## src/rtl/mac_os_transmitter.sv

```systemverilog
// rtl/mac_os_transmitter.sv - MAC-side TS1/TS2/SKP ordered-set and logical-idle symbol generator
// One symbol per clock; a launched set always runs to completion before the next decision.
module mac_os_transmitter #(
  parameter int SKP_INTERVAL = 1180,
  parameter int CTR_W        = 16
) (
  input  logic             clk_i,
  input  logic             reset_n_i,
  input  logic             tx_enable_i,
  input  logic [1:0]       os_sel_i,
  input  logic [7:0]       link_num_i,
  input  logic             link_pad_i,
  input  logic [7:0]       lane_num_i,
  input  logic             lane_pad_i,
  input  logic [7:0]       n_fts_i,
  input  logic [7:0]       data_rate_id_i,
  input  logic [7:0]       train_ctl_i,
  input  logic             ctr_clr_i,
  output logic [7:0]       txdata_o,
  output logic             txdatak_o,
  output logic             en_n_o,
  output logic             os_start_o,
  output logic             os_done_o,
  output logic [1:0]       os_type_o,
  output logic             skp_pending_o,
  output logic [CTR_W-1:0] ts1_sent_ctr_o,
  output logic [CTR_W-1:0] ts2_sent_ctr_o
);

  localparam logic [7:0] SYM_COM  = 8'hBC;
  localparam logic [7:0] SYM_PAD  = 8'hF7;
  localparam logic [7:0] SYM_SKP  = 8'h1C;
  localparam logic [7:0] SYM_TS1  = 8'h4A;
  localparam logic [7:0] SYM_TS2  = 8'h45;
  localparam logic [7:0] SYM_IDLE = 8'h00;
  localparam int               SKP_W    = $clog2(SKP_INTERVAL);
  localparam logic [SKP_W-1:0] SKP_LAST = SKP_W'(SKP_INTERVAL - 1);

  typedef enum logic [1:0] {ST_EIDLE, ST_LIDLE, ST_TS, ST_SKP} state_e;

  state_e           state_q, state_d;
  logic [3:0]       idx_q, idx_d;
  logic             ts2_q, ts2_d;
  logic [7:0]       link_q, link_d, lane_q, lane_d;
  logic             link_pad_q, link_pad_d, lane_pad_q, lane_pad_d;
  logic [7:0]       nfts_q, nfts_d, rate_q, rate_d, tc_q, tc_d;
  logic [SKP_W-1:0] skp_cnt_q, skp_cnt_d;
  logic             skp_pend_q, skp_pend_d;
  logic [CTR_W-1:0] ts1_ctr_q, ts1_ctr_d, ts2_ctr_q, ts2_ctr_d;
  logic [7:0]       txdata_q, txdata_d;
  logic             txdatak_q, txdatak_d, en_n_q, en_n_d;
  logic             os_start_q, os_start_d, os_done_q, os_done_d;
  logic [1:0]       os_type_q, os_type_d;
  logic             set_last, decide, launch_skp;

  always_comb begin
    state_d    = state_q;
    idx_d      = idx_q + 4'd1;
    ts2_d      = ts2_q;
    link_d     = link_q;
    lane_d     = lane_q;
    link_pad_d = link_pad_q;
    lane_pad_d = lane_pad_q;
    nfts_d     = nfts_q;
    rate_d     = rate_q;
    tc_d       = tc_q;
    skp_cnt_d  = skp_cnt_q;
    skp_pend_d = skp_pend_q;
    ts1_ctr_d  = ts1_ctr_q;
    ts2_ctr_d  = ts2_ctr_q;
    txdata_d   = SYM_IDLE;
    txdatak_d  = 1'b0;
    en_n_d     = 1'b0;
    os_start_d = 1'b0;
    os_done_d  = 1'b0;
    os_type_d  = 2'd0;
    launch_skp = 1'b0;
    set_last   = ((state_q == ST_TS) && (idx_q == 4'd15)) ||
                 ((state_q == ST_SKP) && (idx_q == 4'd3));
    decide     = (state_q == ST_EIDLE) || (state_q == ST_LIDLE) || set_last;

    // Fields are captured only here so mid-set input changes cannot leak into a set.
    if (decide) begin
      idx_d      = 4'd0;
      link_d     = link_num_i;
      lane_d     = lane_num_i;
      link_pad_d = link_pad_i;
      lane_pad_d = lane_pad_i;
      nfts_d     = n_fts_i;
      rate_d     = data_rate_id_i;
      tc_d       = train_ctl_i;
      if (!tx_enable_i) begin
        state_d = ST_EIDLE;
      end else if (skp_pend_q) begin
        state_d    = ST_SKP;
        launch_skp = 1'b1;
      end else if ((os_sel_i == 2'd1) || (os_sel_i == 2'd2)) begin
        state_d = ST_TS;
        ts2_d   = os_sel_i[1];
      end else begin
        state_d = ST_LIDLE;
      end
    end

    case (state_d)
      ST_EIDLE: en_n_d = 1'b1;
      ST_SKP: begin
        txdata_d   = (idx_d == 4'd0) ? SYM_COM : SYM_SKP;
        txdatak_d  = 1'b1;
        os_start_d = (idx_d == 4'd0);
        os_done_d  = (idx_d == 4'd3);
        os_type_d  = 2'd3;
      end
      ST_TS: begin
        os_start_d = (idx_d == 4'd0);
        os_done_d  = (idx_d == 4'd15);
        os_type_d  = ts2_d ? 2'd2 : 2'd1;
        case (idx_d)
          4'd0: begin
            txdata_d  = SYM_COM;
            txdatak_d = 1'b1;
          end
          4'd1: begin
            txdata_d  = link_pad_d ? SYM_PAD : link_d;
            txdatak_d = link_pad_d;
          end
          4'd2: begin
            txdata_d  = lane_pad_d ? SYM_PAD : lane_d;
            txdatak_d = lane_pad_d;
          end
          4'd3:    txdata_d = nfts_d;
          4'd4:    txdata_d = rate_d;
          4'd5:    txdata_d = tc_d;
          default: txdata_d = ts2_d ? SYM_TS2 : SYM_TS1;
        endcase
      end
      default: ;
    endcase

    // Only one SKP can be owed; a later expiry while pending just re-sets the same flag.
    if (state_q == ST_EIDLE) begin
      skp_cnt_d  = '0;
      skp_pend_d = 1'b0;
    end else begin
      if (launch_skp) skp_pend_d = 1'b0;
      if (skp_cnt_q == SKP_LAST) begin
        skp_cnt_d  = '0;
        skp_pend_d = 1'b1;
      end else begin
        skp_cnt_d = skp_cnt_q + SKP_W'(1);
      end
    end

    if (ctr_clr_i) begin
      ts1_ctr_d = '0;
      ts2_ctr_d = '0;
    end else if ((state_d == ST_TS) && (idx_d == 4'd15)) begin
      if (!ts2_d && (ts1_ctr_q != '1)) ts1_ctr_d = ts1_ctr_q + CTR_W'(1);
      if (ts2_d && (ts2_ctr_q != '1))  ts2_ctr_d = ts2_ctr_q + CTR_W'(1);
    end
  end

  always_ff @(posedge clk_i or negedge reset_n_i) begin
    if (!reset_n_i) begin
      state_q    <= ST_EIDLE;
      idx_q      <= 4'd0;
      ts2_q      <= 1'b0;
      link_q     <= 8'h00;
      lane_q     <= 8'h00;
      link_pad_q <= 1'b0;
      lane_pad_q <= 1'b0;
      nfts_q     <= 8'h00;
      rate_q     <= 8'h00;
      tc_q       <= 8'h00;
      skp_cnt_q  <= '0;
      skp_pend_q <= 1'b0;
      ts1_ctr_q  <= '0;
      ts2_ctr_q  <= '0;
      txdata_q   <= SYM_IDLE;
      txdatak_q  <= 1'b0;
      en_n_q     <= 1'b1;
      os_start_q <= 1'b0;
      os_done_q  <= 1'b0;
      os_type_q  <= 2'd0;
    end else begin
      state_q    <= state_d;
      idx_q      <= idx_d;
      ts2_q      <= ts2_d;
      link_q     <= link_d;
      lane_q     <= lane_d;
      link_pad_q <= link_pad_d;
      lane_pad_q <= lane_pad_d;
      nfts_q     <= nfts_d;
      rate_q     <= rate_d;
      tc_q       <= tc_d;
      skp_cnt_q  <= skp_cnt_d;
      skp_pend_q <= skp_pend_d;
      ts1_ctr_q  <= ts1_ctr_d;
      ts2_ctr_q  <= ts2_ctr_d;
      txdata_q   <= txdata_d;
      txdatak_q  <= txdatak_d;
      en_n_q     <= en_n_d;
      os_start_q <= os_start_d;
      os_done_q  <= os_done_d;
      os_type_q  <= os_type_d;
    end
  end

  assign txdata_o       = txdata_q;
  assign txdatak_o      = txdatak_q;
  assign en_n_o         = en_n_q;
  assign os_start_o     = os_start_q;
  assign os_done_o      = os_done_q;
  assign os_type_o      = os_type_q;
  assign skp_pending_o  = skp_pend_q;
  assign ts1_sent_ctr_o = ts1_ctr_q;
  assign ts2_sent_ctr_o = ts2_ctr_q;

endmodule
```

## config.mk

```make
export PLATFORM = sky130hd
export DESIGN_NAME = mac_os_transmitter
export DESIGN_NICKNAME = d
export VERILOG_FILES = /design/src/rtl/mac_os_transmitter.sv
export SDC_FILE = /design/constraint.sdc
export NUM_CORES = 1
export LEC_CHECK = 0
export ABC_AREA = 1
export CAP_MARGIN = 20
export CORE_MARGIN = 10
export CORE_UTILIZATION = 25
export DETAILED_ROUTE_END_ITERATION = 12
export GPL_TIMING_DRIVEN = 0
export PLACE_DENSITY = 0.42
export RECOVER_POWER = 100
export SLEW_MARGIN = 15
export SYNTH_ARGS = -nofsm -noshare
export SYNTH_HDL_FRONTEND = slang
export SYNTH_SLANG_ARGS = --single-unit
```

## constraint.sdc

```tcl
create_clock -name clk_i -period 6.2 [get_ports clk_i]
set_input_delay 1.24 -clock clk_i [delete_from_list [all_inputs] [get_ports clk_i]]
set_output_delay 1.24 -clock clk_i [all_outputs]
set_load 0.05 [all_outputs]
```

# After elaboration in Yosys (flattened, before gate mapping)
# Index checks and enable logic that the tools add are counted.
[word_totals]
latchBits = 0
ram_bits = 0
regBits = 107
romBits = 0
output_inout_bits = 47
memories = 0
[op_classes]
reduce_logical = 20
shifts = 0
n_div = 0
magnitude_cmp = 0
n_eq_ne = 18
n_bitwise = 0
multipliers = 0
muxes = 43
add_sub_neg = 4
[ops]
columns = ["operator", "n"]
rows = [
  ["16-bit 2-to-1 mux", 6],
  ["8-bit 2-to-1 mux", 8],
  ["8-bit one-hot mux with 6 select lines", 1],
  ["16-bit by 1-bit adder with 16-bit output (second input constant)", 2],
  ["16-bit inequality test (second input constant)", 2],
  ["11-bit 2-to-1 mux", 2],
  ["8-bit one-hot mux with 2 select lines", 1],
  ["1-bit 2-to-1 mux", 14],
  ["4-bit by 2-bit equality test with 1-bit output (second input constant)", 3],
  ["11-bit by 1-bit adder with 11-bit output (second input constant)", 1],
  ["11-bit equality test (second input constant)", 1],
  ["2-bit equality test (second input constant)", 5],
  ["2-bit 2-to-1 mux", 5],
  ["4-bit by 3-bit equality test with 1-bit output (second input constant)", 2],
  ["4-bit equality test (second input constant)", 2],
  ["4-bit 2-to-1 mux", 2],
  ["2-bit nonzero test", 3],
  ["1-bit logical AND", 5],
  ["4-bit by 1-bit adder with 4-bit output (second input constant)", 1],
  ["2-bit by 1-bit equality test with 1-bit output (second input constant)", 2],
  ["4-bit by 1-bit equality test with 1-bit output (second input constant)", 1],
  ["2-bit logical NOT", 2],
  ["4-bit logical NOT", 1],
  ["1-bit logical OR", 4],
  ["7 further kinds", 9],
]

# Longest topological paths before layout
[depth]
depth_word = 11
ltp_mapped = 16
mapped_depth_nobuf = 14

# Worst setup path before layout
# Ideal clock, no wire load.
[synth_path]
path_kind = "input -> register"
from = "input port os_sel_i[1]"
to = "register ts1_ctr_q[14] (netlist: ts1_sent_ctr_o[14])"
n_path_buf = 1
stages = 11
slack_ns = 3.739
required_ns = 6.081
arrival_ns = 2.343
path_cell_list = "xor2_1 nand2_1 nand3_1 nand2_2 inv_2 nand2_1 nor2_8 nand2_4 buf_6 nand3_1 nand2_1"
[synth_via]
elab_chain_len = 10
elab_cells_between_ends = 18
classes_between = "3 x eq/ne; 8 x mux; 7 x reduce/logical"
[synth_lines]
columns = ["element", "line", "source"]
rows = [
  ["start: declaration", "10", "input logic [1:0] os_sel_i,"],
  ["2-bit by 1-bit equality test with 1-bit output or 2-bit equality test (tied branches)", "97", "end else if ((os_sel_i == 2'd1) || (os_sel_i == 2'd2)) begin"],
  ["1-bit logical OR (*)", "97", ""],
  ["2-bit 2-to-1 mux (*)", "97", ""],
  ["2-bit 2-to-1 mux (*)", "94", "end else if (skp_pend_q) begin"],
  ["2-bit 2-to-1 mux (*)", "92", "if (!tx_enable_i) begin"],
  ["2-bit 2-to-1 mux (*)", "83", "if (decide) begin"],
  ["via state_d[0]", "41", "state_e state_q, state_d;"],
  ["2-bit equality test (*)", "157", "end else if ((state_d == ST_TS) && (idx_d == 4'd15)) begin"],
  ["1-bit logical AND (*)", "157", ""],
  ["2-bit nonzero test (no source line) (*)", "--", ""],
  ["2-bit AND reduction (no source line) (*)", "--", ""],
  ["end signal: assignment", "198", "ts1_ctr_q <= ts1_ctr_d;"],
  ["end: declaration", "49", "logic [CTR_W-1:0] ts1_ctr_q, ts1_ctr_d, ts2_ctr_q, ts2_ctr_d;"],
]
# The timed path passes the listed nets; every way through them passes the cells marked *.
# A chain may end at the register's enable or synchronous reset.

# Worst setup path in the final report
[layout_path]
from = "register idx_q[1]"
to = "register txdata_q[2] (netlist: txdata_o[2])"
[layout_via]
elab_chain_len = 8
elab_cells_between_ends = 30
classes_between = "1 x add/sub; 9 x eq/ne; 15 x mux; 5 x reduce/logical"
[layout_lines]
columns = ["element", "line", "source"]
rows = [
  ["start: declaration", "42", "logic [3:0] idx_q, idx_d;"],
  ["start signal: assignment", "187", "idx_q <= idx_d;"],
  ["branches (longest 7 deep; another with 4-bit by 1-bit adder with 4-bit output)", "--", ""],
  ["8-bit one-hot mux with 2 select lines (*)", "105", "case (state_d)"],
  ["via txdata_d[2]", "50", "logic [7:0] txdata_q, txdata_d;"],
  ["end signal: assignment", "200", "txdata_q <= txdata_d;"],
  ["end: declaration", "50", ""],
]
# Mark *: on every way through the listed nets, which the timed path passes.

==> results.ini <==
[timing]
tightest_slew_ns=2.55
slew_headroom_pct=-70.2
setup_ws_ns=2.60
max_clock_freq_mhz=278
skew_ns=0.00981
finalCriticalPeriod_ns=3.60
slew_violations=45
post-route-period-util_pct=58.1
finalSetupTns_ns=0
finalSetupViolCount=0
rsz0062_at_grt=no
hold_violations=0

[critical_path]
required_ns=6.49
worst-path-max-fanout=10
cpMostUsedCell=nand2_1
cp.arrival_ns=3.89
path_class=register to register
end_kind=register
crit_chain=ha_1 > nand2_1 > clkinv_1 > nand2_1 > nand3_1 > clkbuf_1 > inv_1 > o21ai_0 > nand2_1 > nand2_1 > a21oi_1 > nand2_1 > nand2_1 > nand2_1
crit_path_max_incr_delay_ns=0.51
cp-start-kind=register
cp_slowest_cell=clkbuf_1

[floorplanning]
core_area_mm2=0.0227
rows=55
die_width_um=172
die_y_um=172
pin_count=95
dieArea_mm2=0.0296
start_util_pct=25.4

[global_routing]
grt_busiest_layer=met2
grt_pass1_wl_um=30200
grt.total_usage_pct=13.0
grtUsageMet3_pct=3.28
overflow=0
grt_pass1_vias=5429
antenna_found_initial=0
grt_max_degree=64
gr-usage-met1_pct=17.1
grtUsageMet2_pct=20.4

[logic_synthesis]
synthesis.area_mm2=0.00577
yosys.cell_count.top_type=nand2_1
synth_edf_count=0
synth_ff_type=dfrtp_1
synth.top_cells.by_area=dfrtp_1 (46%), nand2_1 (17%), nand3_1 (8.8%), nor2_1 (5.6%), xor2_1 (3.9%)
avgSynthCellArea_um2=7.51
synth_top_cell_area_share_pct=46.0
synth_common_cells=nand2_1 (264), dfrtp_1 (106), nand3_1 (102)
ys_ff_latch=107
synth.distinct_cells=36
synthDominantAreaCellType=dfrtp_1
ys_async_sr_fraction_pct=100
synth_cells=769
ys_warn_count=0
synth_nets=821
seq_area_frac_synth_pct=46.4

[routing]
routedWlPerCell_um=16.0
wl_um=18600
drtIter0Drc=305
viasPerCell=4.46
ant_nets=0
vias=5197
drc=0
dr.pass1.iters=5

[cts]
ctsRootBufferMaster=clkbuf_16
clock_sinks=107
holdBufCountCts=0
postCtsSetupRepairBufs=0
cts_tree=yes
ctsHtreeMaxLevel=3
clk_pin_slew_ns=0.08
clkLatencyLatePin_ns=0.36
post_cts_resized=0
numCtsBuffers=9
cts_buffer_depth=2

[layout]
antenna_cells=0
drive_above_1_share_pct=4.21
finish.instance_area_mm2=0.00731
nNetsFinal=926
area_growth_pct=26.6

[job]
cap_violations=1

[outcome]
status=finished, violations left
violations=capacitance limit, slew limit

[worst_hold_path]
hold_path.class=register to register

[place]
pre_cts_ws_ns=2.76
placed_cell_area_mm2=0.00709
hpwl_um=13600
numPortBuffers=93
gp_congestion=0.795

[pwr]
p_leak_uw=0.00367
ir_drop_mv=0.157
power-per-cell-area_mw_per_mm2=440

metal layers:
| layer | vias to the layer above | share of wire (%) |
|---|---|---|
| met3 | 13 | 6.2 |
| met2 | 116 | 45 |
| li1 | 2686 | - |
| met1 | 2382 | 48 |
| met4 | 0 | 1.3 |
| met5 | - | 0 |
report_power, final:
part           internal (µW)  switching, µW  leakage [µW]
combinational            446           1140       0.00215
sequential               926           90.0       0.00137
clock                    321            296      0.000151
flip-flops by register name, indices dropped and copies added, names as in the netlist:
signal,count
ts1_sent_ctr_o,16
ts2_sent_ctr_o,16
skp_cnt_q,11
lane_q,8
link_q,8
nfts_q,8
rate_q,8
tc_q,8
txdata_o,8
idx_q,4
os_type_o,2
state_q,2
en_n_o,1
lane_pad_q,1
link_pad_q,1
os_done_o,1
os_start_o,1
skp_pending_o,1
ts2_q,1
txdatak_o,1
final cells by class:
type / instances / area, µm²
inverter: 60 / 225
timing repair buffer: 94 / 952
clock buffer: 9 / 225
sequential: 107 / 2680
fill: 2479 / 15400
tap: 285 / 357
multi-input combinational: 577 / 2680
clock inverter: 7 / 82.6
buffer: 25 / 105
worst max-delay path, delay by kind of cell (launching register included):
family                   cells  cell delay [ns]
AND/OR/NAND/NOR              8             1.41
adder cells (fa/ha/maj)      1             0.25
flip-flops                   1             0.40
AO/OA/AOI/OAI                2             0.53
buffers and inverters        3             0.93
cell usage in the layout (no fill, tap or decap), drive strengths merged, types with 24 or more instances in the layout:
| master | instances |
|---|---|
| inv | 61 |
| clkbuf | 26 |
| nor2 | 93 |
| nand4 | 24 |
| clkdlybuf4s50 | 44 |
| dlygate4sd3 | 48 |
| nand2 | 270 |
| nand3 | 105 |
| dfrtp | 106 |
| xor2 | 26 |
worst paths after layout:
check,depth (start not counted),start,slack [ns],endpoint
min in group asynchronous,1,reset_n_i,1.67,lane_q[5]
worst min register to register,1,skp_cnt_q[0],0.46,skp_cnt_q[0]
worst max-delay path,14,idx_q[1],2.60,txdata_o[2]
worst max register to register,14,idx_q[1],2.60,txdata_o[2]
max in group asynchronous,1,reset_n_i,3.08,txdata_o[1]
worst min-delay path,1,skp_cnt_q[0],0.46,skp_cnt_q[0]
logic make-up after synthesis:
group	synth area share (%)
flops	46.4
buf+inv	6.31
compound gates	2.77
simple gates	39.1
fa+ha+maj	0.867
xor+xnor	4.55
per-stage QoR:
stage	hold WS, ns	std cells	utilization (%)	power, µW
6_report	0.463	1164	32.2	3210
5_1_grt	0.487	1164	32.2	3520
4_1_cts	0.468	1164	32.6	3330
3_5_place_dp	0.453	1148	31.2	2700
3_3_place_gp	0.449	1147	31.1	2700
2_1_floorplan	0.432	769	-	2140
Note: power is estimated with default switching activity, not from simulation.
